$ cat config.mk
export PLATFORM = sky130hd
export DESIGN_NAME = key_schedule_ctrl_flat
export DESIGN_NICKNAME = d
export VERILOG_FILES = /design/src/rtl/key_schedule_ctrl_pkg.sv /design/src/rtl/key_schedule_ctrl_if.sv /design/src/rtl/key_schedule_ctrl_round.sv /design/src/rtl/key_schedule_ctrl.sv /design/src/flat_wrapper.sv
export SDC_FILE = /design/constraint.sdc
export NUM_CORES = 2
export LEC_CHECK = 0
export CORE_ASPECT_RATIO = 1.4
export CORE_UTILIZATION = 40
export DETAILED_ROUTE_END_ITERATION = 12
export PLACE_DENSITY = 0.65
export SLEW_MARGIN = 40
export SYNTH_ARGS = -nofsm -noshare
export SYNTH_HDL_FRONTEND = slang
export SYNTH_SLANG_ARGS = --single-unit
$ cat constraint.sdc
create_clock -name clk -period 14.85 [get_ports clk]
set_clock_uncertainty 0.1 [all_clocks]
set_input_delay 2.97 -clock clk [delete_from_list [all_inputs] [get_ports clk]]
set_output_delay 2.97 -clock clk [all_outputs]
set_load 0.02 [all_outputs]
$ cat src/rtl/key_schedule_ctrl_pkg.sv
// Shared AES-128 key-schedule definitions: sizes, FSM encoding, S-box and Rcon lookups.
package key_schedule_ctrl_pkg;

    localparam int AES_NR = 10;
    localparam int AES_KW = 128;
    localparam int IDX_W  = 4;

    typedef enum logic [1:0] {
        ST_IDLE   = 2'd0,
        ST_EXPAND = 2'd1,
        ST_READY  = 2'd2
    } state_t;

    typedef logic [AES_KW-1:0] rkey_arr_t [0:AES_NR];

    // Forward AES S-box, element 0 is the leftmost byte.
    localparam logic [0:255][7:0] SBOX_TBL = {
        128'h637c777bf26b6fc53001672bfed7ab76,
        128'hca82c97dfa5947f0add4a2af9ca472c0,
        128'hb7fd9326363ff7cc34a5e5f171d83115,
        128'h04c723c31896059a071280e2eb27b275,
        128'h09832c1a1b6e5aa0523bd6b329e32f84,
        128'h53d100ed20fcb15b6acbbe394a4c58cf,
        128'hd0efaafb434d338545f9027f503c9fa8,
        128'h51a3408f929d38f5bcb6da2110fff3d2,
        128'hcd0c13ec5f974417c4a77e3d645d1973,
        128'h60814fdc222a908846eeb814de5e0bdb,
        128'he0323a0a4906245cc2d3ac629195e479,
        128'he7c8376d8dd54ea96c56f4ea657aae08,
        128'hba78252e1ca6b4c6e8dd741f4bbd8b8a,
        128'h703eb5664803f60e613557b986c11d9e,
        128'he1f8981169d98e949b1e87e9ce5528df,
        128'h8ca1890dbfe6426841992d0fb054bb16
    };

    function automatic logic [7:0] sbox(input logic [7:0] b);
        return SBOX_TBL[b];
    endfunction

    // Round constant for expansion round 1..10; zero outside that range.
    function automatic logic [7:0] rcon(input logic [IDX_W-1:0] rnd);
        logic [7:0] v;
        case (rnd)
            4'd1:    v = 8'h01;
            4'd2:    v = 8'h02;
            4'd3:    v = 8'h04;
            4'd4:    v = 8'h08;
            4'd5:    v = 8'h10;
            4'd6:    v = 8'h20;
            4'd7:    v = 8'h40;
            4'd8:    v = 8'h80;
            4'd9:    v = 8'h1b;
            4'd10:   v = 8'h36;
            default: v = 8'h00;
        endcase
        return v;
    endfunction

endpackage

$ cat src/rtl/key_schedule_ctrl_if.sv
// Key-load handshake, status flags and round-key read port of the key-schedule controller.
interface key_schedule_ctrl_if
    import key_schedule_ctrl_pkg::*;
#(
    parameter int KW = AES_KW
);
    logic [KW-1:0]    keyIn;
    logic             keyValid;
    logic             keyReady;
    logic             busy;
    logic             keysReady;
    logic             donePulse;
    logic             rdEn;
    logic [IDX_W-1:0] rdIdx;
    logic [KW-1:0]    rdKey;
    logic             rdValid;

    modport master (
        output keyIn, keyValid, rdEn, rdIdx,
        input  keyReady, busy, keysReady, donePulse, rdKey, rdValid
    );

    modport slave (
        input  keyIn, keyValid, rdEn, rdIdx,
        output keyReady, busy, keysReady, donePulse, rdKey, rdValid
    );
endinterface

$ cat src/rtl/key_schedule_ctrl_round.sv
// One AES-128 KeyExpansion round: derives round key N from round key N-1 and the round number.
module key_schedule_ctrl_round
    import key_schedule_ctrl_pkg::*;
(
    input  logic [AES_KW-1:0] i_key,
    input  logic [IDX_W-1:0]  i_round,
    output logic [AES_KW-1:0] o_key
);
    logic [31:0] w_w0, w_w1, w_w2, w_w3;
    logic [31:0] w_rot, w_sub, w_temp;
    logic [31:0] w_n0, w_n1, w_n2, w_n3;

    assign w_w0 = i_key[127:96];
    assign w_w1 = i_key[95:64];
    assign w_w2 = i_key[63:32];
    assign w_w3 = i_key[31:0];

    // RotWord then SubWord on the last word, then fold in the round constant.
    assign w_rot  = {w_w3[23:0], w_w3[31:24]};
    assign w_sub  = {sbox(w_rot[31:24]), sbox(w_rot[23:16]), sbox(w_rot[15:8]), sbox(w_rot[7:0])};
    assign w_temp = w_sub ^ {rcon(i_round), 24'h000000};

    // Each new word chains off the previous new word.
    assign w_n0 = w_w0 ^ w_temp;
    assign w_n1 = w_w1 ^ w_n0;
    assign w_n2 = w_w2 ^ w_n1;
    assign w_n3 = w_w3 ^ w_n2;

    assign o_key = {w_n0, w_n1, w_n2, w_n3};
endmodule

$ cat src/rtl/key_schedule_ctrl.sv
// Iterative AES-128 key-schedule controller: one shared expansion round per clock,
// all round keys kept in a local register file behind a registered read port.
module key_schedule_ctrl
    import key_schedule_ctrl_pkg::*;
#(
    parameter int NR = AES_NR,
    parameter int KW = AES_KW
)
(
    input logic                clk,
    input logic                rstN,
    key_schedule_ctrl_if.slave bus
);
    localparam logic [IDX_W-1:0] NR_C = IDX_W'(NR);

    state_t           r_state;
    state_t           w_nextState;
    logic [IDX_W-1:0] r_roundCount;
    logic             r_keysReady;
    logic             r_donePulse;
    logic             r_rdValid;
    logic [KW-1:0]    r_rdKey;
    logic [KW-1:0]    r_slot [0:NR];

    logic             w_keyReady;
    logic             w_busy;
    logic             w_accept;
    logic             w_lastRound;
    logic [IDX_W-1:0] w_prevIdx;
    logic [KW-1:0]    w_roundIn;
    logic [KW-1:0]    w_roundOut;

    // FSM state register.
    always_ff @(posedge clk) begin
        if (!rstN) begin
            r_state <= ST_IDLE;
        end else begin
            r_state <= w_nextState;
        end
    end

    // Next-state and handshake decode; a key is taken only outside EXPAND.
    always_comb begin
        w_nextState = r_state;
        w_keyReady  = 1'b1;
        w_busy      = 1'b0;
        w_accept    = 1'b0;
        w_lastRound = 1'b0;
        case (r_state)
            ST_IDLE, ST_READY: begin
                w_accept = bus.keyValid;
                if (w_accept) begin
                    w_nextState = ST_EXPAND;
                end
            end
            ST_EXPAND: begin
                w_keyReady  = 1'b0;
                w_busy      = 1'b1;
                w_lastRound = (r_roundCount == NR_C);
                if (w_lastRound) begin
                    w_nextState = ST_READY;
                end
            end
            default: begin
                w_nextState = ST_IDLE;
            end
        endcase
    end

    // Round counter and completion flags.
    always_ff @(posedge clk) begin
        if (!rstN) begin
            r_roundCount <= '0;
            r_keysReady  <= 1'b0;
            r_donePulse  <= 1'b0;
        end else begin
            r_donePulse <= 1'b0;
            if (w_accept) begin
                r_roundCount <= 4'd1;
                r_keysReady  <= 1'b0;
            end else if (w_busy) begin
                if (w_lastRound) begin
                    r_roundCount <= '0;
                    r_keysReady  <= 1'b1;
                    r_donePulse  <= 1'b1;
                end else begin
                    r_roundCount <= r_roundCount + 1'b1;
                end
            end
        end
    end

    // Guard keeps the feedback index in range while the counter rests at zero.
    assign w_prevIdx = (r_roundCount == '0) ? '0 : (r_roundCount - 1'b1);
    assign w_roundIn = r_slot[w_prevIdx];

    key_schedule_ctrl_round u_round (
        .i_key   (w_roundIn),
        .i_round (r_roundCount),
        .o_key   (w_roundOut)
    );

    // Round-key register file; not reset, keysReady gates visibility.
    always_ff @(posedge clk) begin
        if (w_accept) begin
            r_slot[0] <= bus.keyIn;
        end else if (w_busy) begin
            r_slot[r_roundCount] <= w_roundOut;
        end
    end

    // Registered read port; returns pre-edge contents when a new key lands at the same edge.
    always_ff @(posedge clk) begin
        if (!rstN) begin
            r_rdValid <= 1'b0;
            r_rdKey   <= '0;
        end else if (bus.rdEn) begin
            if (r_keysReady && (bus.rdIdx <= NR_C)) begin
                r_rdKey   <= r_slot[bus.rdIdx];
                r_rdValid <= 1'b1;
            end else begin
                r_rdKey   <= '0;
                r_rdValid <= 1'b0;
            end
        end else begin
            r_rdValid <= 1'b0;
        end
    end

    assign bus.keyReady  = w_keyReady;
    assign bus.busy      = w_busy;
    assign bus.keysReady = r_keysReady;
    assign bus.donePulse = r_donePulse;
    assign bus.rdKey     = r_rdKey;
    assign bus.rdValid   = r_rdValid;
endmodule

$ cat src/flat_wrapper.sv
// flat-port wrapper written by rule: the top's interface ports become plain ports
module key_schedule_ctrl_flat import key_schedule_ctrl_pkg::*;
#(
    parameter int NR = AES_NR,
    parameter int KW = AES_KW
)
  (clk, rstN, bus_keyIn, bus_keyValid, bus_rdEn, bus_rdIdx, bus_keyReady, bus_busy, bus_keysReady, bus_donePulse, bus_rdKey, bus_rdValid);
  key_schedule_ctrl_if #(.KW(KW)) bus_i ();
  input logic clk;
  input logic rstN;
  input wire logic [$bits(bus_i.keyIn)-1:0] bus_keyIn;
  input wire logic [$bits(bus_i.keyValid)-1:0] bus_keyValid;
  input wire logic [$bits(bus_i.rdEn)-1:0] bus_rdEn;
  input wire logic [$bits(bus_i.rdIdx)-1:0] bus_rdIdx;
  output wire logic [$bits(bus_i.keyReady)-1:0] bus_keyReady;
  output wire logic [$bits(bus_i.busy)-1:0] bus_busy;
  output wire logic [$bits(bus_i.keysReady)-1:0] bus_keysReady;
  output wire logic [$bits(bus_i.donePulse)-1:0] bus_donePulse;
  output wire logic [$bits(bus_i.rdKey)-1:0] bus_rdKey;
  output wire logic [$bits(bus_i.rdValid)-1:0] bus_rdValid;
  assign bus_i.keyIn = bus_keyIn;
  assign bus_i.keyValid = bus_keyValid;
  assign bus_i.rdEn = bus_rdEn;
  assign bus_i.rdIdx = bus_rdIdx;
  assign bus_keyReady = bus_i.keyReady;
  assign bus_busy = bus_i.busy;
  assign bus_keysReady = bus_i.keysReady;
  assign bus_donePulse = bus_i.donePulse;
  assign bus_rdKey = bus_i.rdKey;
  assign bus_rdValid = bus_i.rdValid;
  key_schedule_ctrl #(.NR(NR), .KW(KW)) u_core (.clk(clk), .rstN(rstN), .bus(bus_i));
endmodule
; ---- Yosys cells after proc, flatten, opt, wreduce, memory -nomap -nowiden
; Memories as Yosys holds them, arrays and structs flattened.
; Cells that the tools add are included.
[op_classes]
n_eq_ne = 5
add_sub_neg = 2
muxes = 30
reduce_logical = 11
bitwise = 11
magnitude_cmp = 5
[op_table]
columns = cell, count
row1 = 128-bit two-way mux, 2
row2 = 32-bit XOR, 5
row3 = 128-bit OR reduction, 1
row4 = 8-bit two-way mux, 8
row5 = "9-bit >= comparator, second input constant", 4
row6 = 8-bit inverter with 9-bit output, 4
row7 = 1-bit two-way mux, 14
row8 = 4-bit two-way mux, 3
row9 = 2-bit AND reduction, 3
row10 = "4-bit by 1-bit adder with 4-bit output, second input constant", 1
row11 = "4-bit == test, second input constant", 1
row12 = "4-bit less-or-equal comparator, second input constant", 1
row13 = 4-bit zero test, 1
row14 = 2-bit two-way mux, 2
row15 = 2-bit one-hot mux with 2 select lines, 1
row16 = 2-bit OR reduction, 2
row17 = "4-bit by 1-bit subtractor with 4-bit output, second input constant", 1
row18 = 3-bit OR reduction, 1
row19 = "2-bit by 1-bit == test with 1-bit output, second input constant", 1
row20 = "2-bit == test, second input constant", 1
row21 = 2-bit zero test, 1
row22 = "2-bit by 1-bit inequality test with 1-bit output, second input constant", 1
row23 = "2-bit inequality test, second input constant", 1
row24 = 1-bit inverter, 2
row25 = other kinds (2), 2
[totals]
regBits = 137
word_cells = 77
mem_bits_ro = 8320
in_bits = 136
output_inout_bits = 133
mem_bits_rw = 1408
n_memories = 6
[memory_table]
columns = name, words, word_bits, read_ports, rd_clocked_by_memory_dff, wr, line
row1 = (no name shown), 256, 8, 1, 0, 0, key_schedule_ctrl_pkg.sv:37  ; return SBOX_TBL[b];
row2 = (no name shown), 256, 8, 1, 0, 0, key_schedule_ctrl_pkg.sv:37
row3 = (no name shown), 256, 8, 1, 0, 0, key_schedule_ctrl_pkg.sv:37
row4 = (no name shown), 256, 8, 1, 0, 0, key_schedule_ctrl_pkg.sv:37
row5 = u_core.r_slot, 11, 128, 2, 0, 1, key_schedule_ctrl.sv:23  ; logic [KW-1:0] r_slot [0:NR];
row6 = (no name shown), 16, 8, 1, 0, 0, key_schedule_ctrl_pkg.sv:43  ; case (rnd)

; ---- Depth between registers and ports, before layout
; An unclocked memory read counts as a cell.
[depth]
depth_word = 13
depth_mapped = 34
depth_no_buf = 20

; ---- Cells and area by module
; Synthesis repeated with hierarchy kept, for this count alone.
[unflattened]
hier_cells = 7583
hier_area_um2 = 88702.6
[by_module_without_submodules]
columns = mod, area_each_um2, n_inst, cells_per_inst, seq_area_each_um2
row1 = key_schedule_ctrl, 72363.2, 1, 5232, 45023.2
row2 = key_schedule_ctrl_round, 16339.4, 1, 2351, 0.0

; ---- Worst setup path after synthesis
; No wires, ideal clock.
[synth_path]
path_type = register to register
from = register u_core.r_roundCount[0]
to = memory u_core.r_slot[0][0] in the netlist's numbering, enable pin
path_slack_ns = 2.173
required_ns = 13.946
arrival_time_ns = 11.773
stages_incl_launch_ff = 14
synth_period_minus_slack_ns = 12.677
path_buffers = 12
setup_time_ns = 0.804
cell_sequence = dfxtp_1 buf_4 buf_6 buf_6 buf_4 buf_2 buf_2 buf_2 buf_2 buf_2 buf_2 buf_2 buf_1 o31ai_1
[synth_between]
elab_chain_len = 1
[synth_rtl]
columns = element, line
row1 = from (decl), key_schedule_ctrl.sv:18  ; logic [IDX_W-1:0] r_roundCount;
row2 = from (signal assigned), key_schedule_ctrl.sv:87  ; r_roundCount <= r_roundCount + 1'b1;
row3 = 4-bit two-way mux (no line), --
row4 = to (decl), key_schedule_ctrl.sv:23
; No other way between the ends.

; ---- Worst setup path in the final report
[layout_path]
from = register u_core.r_roundCount[0]
to = memory u_core.r_slot[5][4] in the netlist's numbering, data pin
[layout_between]
elab_chain_len = 13
word_cells_on_any_way = 14
cone_classes = 1 x add/sub / 4 x mux / 6 x bitwise / 1 x reduce/logical / 2 x memory
[layout_rtl]
columns = element, line
row1 = 4-bit by 1-bit subtractor with 4-bit output / 4-bit zero test (equally long branches), key_schedule_ctrl.sv:94  ; assign w_prevIdx = (r_roundCount == '0) ? '0 : (r_roundCount - 1'b1);
row2 = 4-bit two-way mux (*), key_schedule_ctrl.sv:94
row3 = memory read 11 x 128 bit (*), --
row4 = 8-bit inverter with 9-bit output (not written as such), key_schedule_ctrl_pkg.sv:37
row5 = memory read 256 x 8 bit, --
row6 = 8-bit two-way mux (not written as such) (2 in series), key_schedule_ctrl_pkg.sv:37
row7 = 32-bit XOR, key_schedule_ctrl_round.sv:21  ; assign w_temp = w_sub ^ {rcon(i_round), 24'h000000};
row8 = 32-bit XOR, key_schedule_ctrl_round.sv:24  ; assign w_n0 = w_w0 ^ w_temp;
row9 = 32-bit XOR, key_schedule_ctrl_round.sv:25  ; assign w_n1 = w_w1 ^ w_n0;
row10 = 32-bit XOR, key_schedule_ctrl_round.sv:26  ; assign w_n2 = w_w2 ^ w_n1;
row11 = 32-bit XOR (*), key_schedule_ctrl_round.sv:27  ; assign w_n3 = w_w3 ^ w_n2;
row12 = 128-bit two-way mux (no line) (*), --
; Every way passes the cells marked *; elsewhere a longest branch is shown, timed or not. The select of a mux whose other input is x is not followed.

==> flow_summary.yaml <==
timing:
  finalHoldViolCount: 0
  setup_violations: 0
  slew_viol_final: 0
  hold_slack_ns: 0.378
  setup_ws_ns: 4.67
  worst_slew_pin_slew_ns: 1.08
  maxSlewHeadroom_pct: 28.2
  rsz0062_at_grt: "no"
  fmax_mhz: 98.2
  fin_tns_setup_ns: 0
  fin_crit_ns: 10.18
  period_share_pct: 68.6
floorplan:
  dieArea_mm2: 0.224
  ios: 269
  die_w_um: 400
  start_util_pct: 40.2
  dieHeight_um: 559
  fp-row-count: 204
  core-area_mm2: 0.221
setup_path:
  endpoint_kind: "flip-flop"
  crit_slowest_cell: "xnor2_1"
  crit_chain: "inv_6 -> ha_1 -> or3b_4 -> nand2_8 -> buf_4 -> nand3_1 -> a311oi_4 -> buf_4 -> inv_2 -> ha_1 -> buf_4 -> or3_1 -> and3_1 -> a311oi_1 -> o21ai_0 -> a32oi_1 -> a22oi_1 -> xnor2_1 -> xor2_1 -> xnor2_1 -> o21ai_1"
  path_max_fanout: 70
  cp-start-kind: "flip-flop"
  critPathKind: "flip-flop to flip-flop"
  required_ns: 15.29
  rr_worst_depth: 21
  cpPeakStageDelay_ns: 0.71
  arrival_ns: 10.62
  crit_top_cell: "buf_4"
detailed_routing:
  first_pass_iters: 7
  wl_per_cell_um: 36.2
  viasPerCell: 6.93
  wl_um: 401000
  detail-route-antenna-nets: 0
  first_iter_violations: 11800
  drc: 0
  vias: 76800
placed_design:
  place_congestion: 1.05
  io_buffers: 268
  dp_hpwl_um: 260000
  dp_slack_ns: 5.00
  dpl.cell_count: 10800
global_route:
  grt_first_pass_wirelength_um: 558000
  grt_max_degree: 166
  grt-ovfl-total: 0
  antenna_found_initial: 11
  grt_pass1_vias: 73100
  grt_use_total_pct: 34.8
cells_and_area:
  instances_no_fill: 11100
  drive_gt1_share_pct: 12.7
  syn_to_final_growth_pct: 12.5
  layout.nets: 8272
logic_synthesis:
  ys_ff_latch: 1545
  synth-async-reset-ratio_pct: 0
  yosysWarnings: 0
  synth-edff-count: 1408
  syn_avg_cell_area_um2: 10.9
  synth_cells: 8130
  synthFlopType: "edfxtp_1"
  syn_nets: 8326
  seq_area_frac_synth_pct: 50.8
  synthesis.area_mm2: 0.0887
  synth_cell_type_count: 124
clock_tree:
  cts_tree: "done"
  cts_max_level: 4
  clockBufferDepth: 4
  clkSinkCount: 1545
  numCtsBuffers: 162
  insertion_delay_ns: 0.88
  cts_hold_buf: 0
  clk_pin_slew_worst_paths_ns: 0.07
  post_cts_buffers: 0
  cts_resized: 0
  clockRootBuffer: "clkbuf_16"
hold_path:
  hold_class: "flip-flop to flip-flop"
  holdPathStages: 1
power:
  p_leak_uw: 0.0336
  power_uw: 17900
  ir_worst_vdd_uv: 119
  power_per_cell_area_mw_per_mm2: 179
run_status:
  outcome: "complete, no violations"
flow_run:
  maxCapViolations: 0
## per-stage QoR
step	util [%]	area, um2
floorplan	-	88700
global placement	42.6	94000
detailed placement	42.9	94500
CTS	45.1	99500
global route	45.3	99800
finish	45.3	99800
## sequential cells by signal, indices dropped and copies added (netlist names)
name	flops
u_core.bus.rdValid	1
u_core.bus.rdKey	128
u_core.r_slot	1408
u_core.r_roundCount	4
u_core.bus.keysReady	1
u_core.bus.donePulse	1
u_core.r_state	2
## per-layer routing
metal  track usage [%]  part of all wire [%]
met2              54.1                    45
met4              21.5                   7.5
met3              7.66                    11
met1              44.0                    36
met5                 0                 0.018
## critical path: cells and delay by family, from the launching register on
kind            cells  cell delay [ns]
fa+ha+maj           2             0.90
flops               1             0.55
simple gates        5             2.25
buf+inv             5             2.04
compound gates      6             2.29
xor+xnor            3             1.57
## report_power, final
part           switching (uW)  internal, uW
Clock                    1760          2180
Combinational            6200          2320
Sequential               70.7          5330
Total                    8040          9830
## placed cells by master, fill, tap and decap left out, drive strengths merged, types with 53 or more instances in the layout
cell type,synthesis,layout
and3,174,174
nor3,154,154
a21oi,476,476
a31oi,179,179
clkbuf,347,208
mux2i,378,378
a22o,136,136
nand3,291,291
o21ai,661,661
inv,45,53
clkinv,1,58
a211oi,302,302
a311oi,64,64
clkdlybuf4s50,0,264
dfxtp,137,137
xnor2,114,114
edfxtp,1408,1408
nor2,341,341
o211ai,132,132
a221oi,79,79
mux4,265,265
ha,60,60
nand2,1212,1212
buf,431,295
## path summary, 6_finish.rpt
path                          startpoint                    end  slack, ns
hold reg to reg    u_core.bus.rdKey[122]  u_core.bus.rdKey[122]       0.38
setup reg to reg  u_core.r_roundCount[0]    u_core.r_slot[5][4]       4.67
hold / removal     u_core.bus.rdKey[122]  u_core.bus.rdKey[122]       0.38
setup / recovery  u_core.r_roundCount[0]    u_core.r_slot[5][4]       4.67
## cell usage after synthesis, drive strengths merged (16+ instances only)
master / instances / share of area [%]
o31ai: 35 / 0.32
mux2i: 378 / 4.3
nand3: 291 / 1.7
or3: 19 / 0.13
nand2: 1212 / 5.2
a21oi: 476 / 2.7
nor3: 154 / 0.89
mux2: 24 / 0.30
a221oi: 79 / 0.82
a32oi: 18 / 0.19
nor2b: 22 / 0.16
a22oi: 17 / 0.14
a311o: 24 / 0.27
a2111oi: 26 / 0.26
o32ai: 18 / 0.22
nor4: 32 / 0.28
xor2: 41 / 0.45
mux4: 265 / 6.7
o2111ai: 19 / 0.19
o21ai: 661 / 3.7
a311oi: 64 / 0.65
inv: 45 / 0.19
and2: 27 / 0.19
o311ai: 43 / 0.44
o221ai: 39 / 0.43
edfxtp: 1408 / 48
xnor2: 114 / 1.2
o21a: 19 / 0.16
o211ai: 132 / 1.1
buf: 431 / 2.6
nor2: 341 / 1.5
o32a: 16 / 0.18
dfxtp: 137 / 3.1
ha: 60 / 0.85
a31oi: 179 / 1.3
a221o: 18 / 0.20
o22ai: 39 / 0.29
clkbuf: 347 / 1.5
and3: 174 / 1.2
a211o: 16 / 0.16
a22o: 136 / 1.3
a211oi: 302 / 2.6
nand2b: 22 / 0.16
nand4: 23 / 0.16
## kinds of logic (layout without fill, tap and decap cells)
| kind of cell | after synthesis | in the layout | synth area share, % |
|---|---|---|---|
| AND/OR/NAND/NOR | 2364 | 2364 | 11.9 |
| multiplexers | 667 | 667 | 11.3 |
| adder cells (fa/ha/maj) | 60 | 60 | 0.846 |
| flip-flops | 1545 | 1545 | 50.8 |
| buffers and inverters | 824 | 891 | 4.27 |
| XOR/XNOR | 166 | 166 | 1.89 |
| AO/OA/AOI/OAI | 2504 | 2504 | 19.0 |
| other | 0 | 5 | 0 |
## layout make-up
type	instances	area, um2
Clock inverter	78	654
Timing Repair Buffer	560	5360
Sequential cell	1545	45000
Tap cell	2884	3610
Clock buffer	207	4340
Multi-Input combinational cell	5761	40600
Inverter	46	179
Antenna cell	5	12.5
Fill cell	20200	121000
(Power assumes the default switching activity.)
